==> config.mk <==
export PLATFORM = sky130hd
export DESIGN_NAME = mem_req_arbiter
export DESIGN_NICKNAME = d
export VERILOG_FILES = /design/src/rtl/mem_req_arbiter.sv
export SDC_FILE = /design/constraint.sdc
export NUM_CORES = 1
export LEC_CHECK = 0
export ABC_AREA = 1
export CORE_AREA = 2 2 200 202
export DETAILED_ROUTE_END_ITERATION = 10
export DIE_AREA = 0 0 202 204
export SETUP_SLACK_MARGIN = 0.5
export SLEW_MARGIN = 20
export SYNTH_ARGS = -nofsm -noshare
export SYNTH_HDL_FRONTEND = slang
export SYNTH_SLANG_ARGS = --single-unit
==> constraint.sdc <==
create_clock -name clk -period 2 [get_ports clk]
set_input_delay 0.4 -clock clk [delete_from_list [all_inputs] [get_ports clk]]
set_output_delay 0.4 -clock clk [all_outputs]
set_load 0.01 [all_outputs]
==> src/rtl/mem_req_arbiter.sv <==
// mem_req_arbiter
// Shares one downstream cache-style memory port (one read channel, one write
// channel) between the instruction-fetch side (I) and the data side (D).
// - One read transaction at a time; return beats are routed back to the
//   requester that owns the grant.
// - One outstanding write is tracked. A D read to the same line is held off
//   until the downstream reports the write as complete (wr_done).
// Optional build macro: ARB_RR_EN
//   defined   : round-robin between simultaneous, non-hazarded I and D reads
//   undefined : fixed priority, D over I
module mem_req_arbiter #(
    parameter int LINE_OFF = 4
) (
    input  logic         clk,
    input  logic         resetn,

    // instruction-side read port
    input  logic         i_rd_req,
    input  logic [2:0]   i_rd_type,
    input  logic [31:0]  i_rd_addr,
    output logic         i_rd_rdy,
    output logic         i_ret_valid,
    output logic         i_ret_last,

    // data-side read port
    input  logic         d_rd_req,
    input  logic [2:0]   d_rd_type,
    input  logic [31:0]  d_rd_addr,
    output logic         d_rd_rdy,
    output logic         d_ret_valid,
    output logic         d_ret_last,

    // return data shared by both sides, qualified by *_ret_valid
    output logic [31:0]  ret_data,

    // data-side write port
    input  logic         d_wr_req,
    input  logic [2:0]   d_wr_type,
    input  logic [31:0]  d_wr_addr,
    input  logic [3:0]   d_wr_wstrb,
    input  logic [127:0] d_wr_data,
    output logic         d_wr_rdy,

    // downstream read channel
    output logic         rd_req,
    output logic [2:0]   rd_type,
    output logic [31:0]  rd_addr,
    input  logic         rd_rdy,
    input  logic         ret_valid,
    input  logic         ret_last,
    input  logic [31:0]  ret_data_in,

    // downstream write channel
    output logic         wr_req,
    output logic [2:0]   wr_type,
    output logic [31:0]  wr_addr,
    output logic [3:0]   wr_wstrb,
    output logic [127:0] wr_data,
    input  logic         wr_rdy,
    input  logic         wr_done
);

    localparam int TAG_W = 32 - LINE_OFF;

    // read FSM encoding
    localparam logic [1:0] R_IDLE = 2'd0;
    localparam logic [1:0] R_REQ  = 2'd1;
    localparam logic [1:0] R_RESP = 2'd2;

    // write FSM encoding
    localparam logic W_IDLE = 1'b0;
    localparam logic W_WAIT = 1'b1;

    // grant owner encoding
    localparam logic [1:0] G_NONE = 2'd0;
    localparam logic [1:0] G_I    = 2'd1;
    localparam logic [1:0] G_D    = 2'd2;

    // ------------------------------------------------------------------
    // state
    // ------------------------------------------------------------------
    logic [1:0]       r_state_reg,   r_state_next;
    logic [1:0]       grant_reg,     grant_next;
    logic [2:0]       rd_type_reg,   rd_type_next;
    logic [31:0]      rd_addr_reg,   rd_addr_next;
    logic             w_state_reg,   w_state_next;
    logic             pend_reg,      pend_next;
    logic [TAG_W-1:0] pend_line_reg, pend_line_next;
`ifdef ARB_RR_EN
    logic [1:0]       last_grant_reg, last_grant_next;
`endif

    // ------------------------------------------------------------------
    // arbitration terms
    // ------------------------------------------------------------------
    logic             wr_pass;
    logic             wr_accept;
    logic             hazard_pend;
    logic             hazard_new;
    logic             hazard;
    logic             d_ok;
    logic             i_ok;
    logic             pick_d;
    logic             in_resp;

    // Write pass-through is only live in W_IDLE; resetn gates it so every
    // output is zero the moment reset is asserted, whatever the inputs do.
    assign wr_pass   = (w_state_reg == W_IDLE) && d_wr_req && resetn;
    assign wr_accept = wr_pass && wr_rdy;

    // A D read conflicts with the write already outstanding, or with a write
    // being accepted this very cycle (the write wins that race).
    assign hazard_pend = pend_reg &&
                         (d_rd_addr[31:LINE_OFF] == pend_line_reg);
    assign hazard_new  = wr_accept &&
                         (d_rd_addr[31:LINE_OFF] == d_wr_addr[31:LINE_OFF]);
    assign hazard      = d_rd_req && (hazard_pend || hazard_new);

    assign d_ok = d_rd_req && !hazard;
    assign i_ok = i_rd_req;

`ifdef ARB_RR_EN
    // On a tie the side that did not win last time goes first.
    assign pick_d = d_ok && (!i_ok || (last_grant_reg == G_I));
`else
    // Fixed priority: the data side always wins a tie.
    assign pick_d = d_ok;
`endif

    assign in_resp = (r_state_reg == R_RESP);

    // Read FSM next-state: sample in R_IDLE, present in R_REQ, stream in R_RESP.
    always_comb begin
        r_state_next = r_state_reg;
        grant_next   = grant_reg;
        rd_type_next = rd_type_reg;
        rd_addr_next = rd_addr_reg;
        case (r_state_reg)
            R_IDLE: begin
                if (pick_d) begin
                    grant_next   = G_D;
                    rd_type_next = d_rd_type;
                    rd_addr_next = d_rd_addr;
                    r_state_next = R_REQ;
                end else if (i_ok) begin
                    grant_next   = G_I;
                    rd_type_next = i_rd_type;
                    rd_addr_next = i_rd_addr;
                    r_state_next = R_REQ;
                end
            end
            R_REQ: begin
                if (rd_rdy) begin
                    r_state_next = R_RESP;
                end
            end
            R_RESP: begin
                if (ret_valid && ret_last) begin
                    r_state_next = R_IDLE;
                    grant_next   = G_NONE;
                end
            end
            default: begin
                r_state_next = R_IDLE;
                grant_next   = G_NONE;
            end
        endcase
    end

`ifdef ARB_RR_EN
    // Remember who won the most recent grant for the next tie-break.
    always_comb begin
        last_grant_next = last_grant_reg;
        if (r_state_reg == R_IDLE) begin
            if (pick_d) begin
                last_grant_next = G_D;
            end else if (i_ok) begin
                last_grant_next = G_I;
            end
        end
    end
`endif

    // Write FSM next-state: accept one write, then wait for its completion.
    always_comb begin
        w_state_next   = w_state_reg;
        pend_next      = pend_reg;
        pend_line_next = pend_line_reg;
        case (w_state_reg)
            W_IDLE: begin
                if (wr_accept) begin
                    w_state_next   = W_WAIT;
                    pend_next      = 1'b1;
                    pend_line_next = d_wr_addr[31:LINE_OFF];
                end
            end
            W_WAIT: begin
                if (wr_done) begin
                    w_state_next = W_IDLE;
                    pend_next    = 1'b0;
                end
            end
            default: begin
                w_state_next = W_IDLE;
                pend_next    = 1'b0;
            end
        endcase
    end

    // Read-side registers, cleared asynchronously.
    always_ff @(posedge clk or negedge resetn) begin
        if (!resetn) begin
            r_state_reg <= R_IDLE;
            grant_reg   <= G_NONE;
            rd_type_reg <= 3'd0;
            rd_addr_reg <= 32'd0;
        end else begin
            r_state_reg <= r_state_next;
            grant_reg   <= grant_next;
            rd_type_reg <= rd_type_next;
            rd_addr_reg <= rd_addr_next;
        end
    end

`ifdef ARB_RR_EN
    // Round-robin history register; I counts as the previous winner out of reset.
    always_ff @(posedge clk or negedge resetn) begin
        if (!resetn) begin
            last_grant_reg <= G_I;
        end else begin
            last_grant_reg <= last_grant_next;
        end
    end
`endif

    // Write-side registers, cleared asynchronously.
    always_ff @(posedge clk or negedge resetn) begin
        if (!resetn) begin
            w_state_reg   <= W_IDLE;
            pend_reg      <= 1'b0;
            pend_line_reg <= '0;
        end else begin
            w_state_reg   <= w_state_next;
            pend_reg      <= pend_next;
            pend_line_reg <= pend_line_next;
        end
    end

    // ------------------------------------------------------------------
    // per-side routing: index 0 is the I side, index 1 the D side
    // ------------------------------------------------------------------
    logic [1:0] side_rdy;
    logic [1:0] side_ret_valid;
    logic [1:0] side_ret_last;

    genvar gi;
    generate
        for (gi = 0; gi < 2; gi++) begin : g_side
            localparam logic [1:0] CODE = (gi == 0) ? G_I : G_D;
            // Accept pulse and return beats only reach the grant owner.
            assign side_rdy[gi]       = (r_state_reg == R_REQ) && rd_rdy &&
                                        (grant_reg == CODE);
            assign side_ret_valid[gi] = in_resp && ret_valid &&
                                        (grant_reg == CODE);
            assign side_ret_last[gi]  = in_resp && ret_valid && ret_last &&
                                        (grant_reg == CODE);
        end
    endgenerate

    assign i_rd_rdy    = side_rdy[0];
    assign d_rd_rdy    = side_rdy[1];
    assign i_ret_valid = side_ret_valid[0];
    assign d_ret_valid = side_ret_valid[1];
    assign i_ret_last  = side_ret_last[0];
    assign d_ret_last  = side_ret_last[1];

    // Return data is only forwarded while a response is being streamed, so
    // stray beats outside R_RESP never leak upstream.
    assign ret_data = in_resp ? ret_data_in : 32'd0;

    // downstream read request
    assign rd_req  = (r_state_reg == R_REQ);
    assign rd_type = rd_type_reg;
    assign rd_addr = rd_addr_reg;

    // downstream write pass-through
    assign d_wr_rdy = (w_state_reg == W_IDLE) && wr_rdy && resetn;
    assign wr_req   = wr_pass;
    assign wr_type  = wr_pass ? d_wr_type  : 3'd0;
    assign wr_addr  = wr_pass ? d_wr_addr  : 32'd0;
    assign wr_wstrb = wr_pass ? d_wr_wstrb : 4'd0;
    assign wr_data  = wr_pass ? d_wr_data  : 128'd0;

endmodule

==> flow_summary.json <==
{
  "total_leakage_power_nw": 7.27,
  "die_height_um": 204,
  "post_synth_and_or_nand_nor_area_fraction_pct": 42.0,
  "setup_total_negative_slack_ns": -4.23,
  "min-delay-path-class": "input port to async pin",
  "timing.slew.headroom_pct": 50.4,
  "clkSlewWorstSetupHoldPaths_ns": 0.07,
  "netlist-cell-type-count": 28,
  "antenna_found_initial": 3,
  "total_i_o_pin_count": 522,
  "mapped_area_um2": 5740,
  "grt_first_pass_wirelength_mm": 57.1,
  "fp.dieArea_um2": 41200,
  "clk-insertion-delay-late_ns": 0.35,
  "clock_skew_ns": 0.00897,
  "largest_register_ffs": 32,
  "crit_path_max_delay_family": "buffers and inverters",
  "layoutNonFillerInstCount": 2190,
  "layout.nets": 1937,
  "numCtsBuffers": 9,
  "placed_cells": 2137,
  "post-route-drc-count": 0,
  "yosys_warnings": 0,
  "max-vdd-ir-drop_v": 0.000456,
  "outcome": "finished with violations",
  "synth.mux.area_fraction_pct": 0,
  "syn_nets": 1320,
  "place.gp.congestion": 0.914,
  "synthXorXnorAreaFrac_pct": 4.27,
  "syn_avg_cell_area_um2": 5.51,
  "globalRouteTotalUtil_pct": 18.9,
  "netlist_instances": 1041,
  "p_per_area_nw_per_um2": 711,
  "globalRoute.totalOverflow": 0,
  "layout-drive-gt1-share_pct": 36.4,
  "critPathBufInv": 3,
  "synth_seq_area_share_pct": 30.1,
  "drtPass1Iterations": 4,
  "cp_slowest_stage_delay_ns": 0.39,
  "leading_cell_types_by_total_area_after_synthesis": "dfrtp_1, nand2_1, inv_1",
  "total_power_mw": 10.1,
  "period_needed_ns": 2.09,
  "drt-wirelength-per-cell_um": 18.2,
  "core.rowCount": 73,
  "initial_util_pct": 14.7,
  "area.growth.synth_to_final_pct": 147,
  "synth-adder-area-share_pct": 0,
  "pin_count_of_the_biggest_net_entering_global_routing": 59,
  "setup.worst_path.class": "flip-flop to primary output",
  "post-route-util_pct": 36.2,
  "portBuffers": 521,
  "startpoint_class_of_the_critical_path": "flip-flop",
  "rsz0062_at_grt": "yes",
  "cts_root_buf": "clkbuf_16",
  "final.period_utilization_pct": 104,
  "cts.sink_count": 69,
  "max_freq_ghz": 0.479,
  "die_w_um": 202,
  "failing_checks": "negative setup slack",
  "tritoncts_clock_tree": "done",
  "worstSetupEndpointType": "primary output",
  "grt_pass1_vias": 8765,
  "setup_viol_count_final": 99,
  "regToRegSetupSlack_ns": 0.02,
  "critical_path.slowest_cell": "dfrtp_1",
  "synth_top_family_by_area": "simple AND/OR/NAND/NOR gates",
  "max-cap-violations": 0,
  "cpMostUsedCell": "buf_12",
  "detailroute.via_count": 8500,
  "worst-slew-pin-transition_ns": 0.744,
  "required_time_at_the_endpoint_of_the_critical_path_ns": 1.60,
  "synth-seq-cells": 69,
  "timing.critical_path.arrival_ns": 1.69,
  "post_drt_via_cell_ratio": 3.88,
  "hpwl_mm": 31.7,
  "ff2ff_path_depth": 17,
  "synth-compound-area-share_pct": 3.14,
  "synth_top_area_cell": "dfrtp_1",
  "critical_path.cell_chain": "nor2_2 > nand2_4 > buf_12 > buf_12 > nor2_4 > dlygate4sd2_1",
  "routed_wl_mm": 39.9,
  "max-clock-path-buffers": 2,
  "worst_r2r_endpoint": "grant_reg[1]",
  "final.setup.worst_slack_ns": -0.0891,
  "finalHoldViolations": 0,
  "synth_top_area_share_pct": 30.1,
  "crit-reg2reg-launch": "w_state_reg",
  "crit_fanout": 17,
  "htree_levels": 3,
  "final_antenna_net_count": 0,
  "finalMaxSlewViolations": 0,
  "core_region_area_um2": 39200,
  "detailedRoute.firstIterationViolations": 460,
  "fin_worst_hold_slack_ns": 0.0844
}
==> area by class of cell <==
cell class	count	area [um^2]
Antenna cell	2	5.00
Clock buffer	9	225
Clock inverter	7	120
Fill cell	4119	25000
Inverter	252	960
Multi-Input combinational cell	677	3980
Sequential cell	69	1730
Tap cell	525	657
Timing Repair Buffer	649	6520
==> worst register-to-register path, stage by stage, from the launching register on <==
cell and delay [ns]:
dfrtp_1 0.39, buf_4 0.14, inv_2 0.05, nand2_2 0.05, nor2_4 0.09, nand2_2 0.08
nor2_4 0.11, nand2_4 0.08, nor2_4 0.10, nand2_4 0.07, nand3_4 0.08, buf_8 0.13
buf_6 0.13, buf_12 0.14, nand3_2 0.06, nand2_1 0.10, nand2_1 0.05, nand2_1 0.05
==> how the worst max path moves through the flow <==
stage	cells after the start	slack, ns	endpoint	start
floorplan	15	0.30	rd_addr[10]	w_state_reg
global placement	14	-0.81	rd_addr[0]	d_rd_addr[6]
detailed placement	14	-0.80	rd_addr[0]	d_rd_addr[6]
CTS	6	-0.14	wr_data[105]	w_state_reg
global route	6	-0.17	wr_data[18]	w_state_reg
finish	6	-0.09	wr_data[17]	w_state_reg
==> report_power, final <==
part | switching (mW) | total (mW) | internal [mW]
Combinational | 2.92 | 5.90 | 2.98
Sequential | 0.319 | 2.21 | 1.89
Clock | 0.742 | 1.97 | 1.23
Total | 3.99 | 10.1 | 6.10
==> cells in the final DEF, fill, tap and decap left out, types with 7 or more instances in the layout <==
| cell | Yosys | layout |
|---|---|---|
| clkdlybuf4s50_1 | 0 | 253 |
| nand2_1 | 311 | 252 |
| inv_1 | 244 | 242 |
| clkdlybuf4s15_2 | 0 | 104 |
| buf_4 | 3 | 88 |
| nor2_4 | 1 | 87 |
| nor2_1 | 242 | 84 |
| nor2_2 | 2 | 74 |
| dfrtp_1 | 69 | 69 |
| dlygate4sd2_1 | 0 | 58 |
| buf_2 | 3 | 55 |
| nand2_2 | 4 | 53 |
| nand3_1 | 46 | 38 |
| buf_6 | 7 | 38 |
| o21ai_0 | 31 | 29 |
| buf_12 | 0 | 22 |
| xnor2_1 | 20 | 16 |
| nand2_4 | 1 | 11 |
| buf_16 | 0 | 11 |
| clkbuf_2 | 0 | 10 |
| clkbuf_16 | 0 | 9 |
| inv_2 | 4 | 8 |
| nand3_2 | 1 | 8 |
| xor2_1 | 8 | 7 |
==> per-layer routing <==
metal	GRT usage, %	up-vias	share of wire (%)
li1	-	4191	-
met1	21.7	3933	40
met2	35.4	345	52
met3	4.54	29	6.4
met4	3.60	2	1.5
met5	0	-	0.030
==> per-stage QoR <==
| stage | setup slack, ns | area, um^2 |
|---|---|---|
| after detailed placement | -0.801 | 12900 |
| after CTS | -0.143 | 14200 |
| after global routing | -0.172 | 14200 |
| after global placement | -0.813 | 12900 |
| final | -0.0891 | 14200 |
| after floorplan | 0.299 | 6550 |
==> cell usage after synthesis (all sizes together) <==
cell and instances:
a21oi 1, o31ai 1, inv 249, nand4 3, clkbuf 28, nor2 245
o21ai 32, nand2 316, a22oi 1, nor3 2, buf 15, or2 1
xnor2 20, nand3 47, clkinv 3, dfrtp 69, xor2 8
==> cells by family after synthesis <==
kind of cell	after synthesis
AOI/OAI and AO/OA	35
DFF	69
buffers and inverters	295
and+or+nand+nor	614
xor gates and xnor gates	28
==> timing repair <==
item / CTS / global route
setup endpoints to repair: 281 / 292
buffers inserted: 20 / 3
endpoints found under the hold margin: 0 / 0
gates cloned: 12 / 0
hold buffers: 0 / 0
resized for setup: 941 / 70
pin swaps: 45 / 11
No activity file was read; power rests on OpenSTA's default activity.
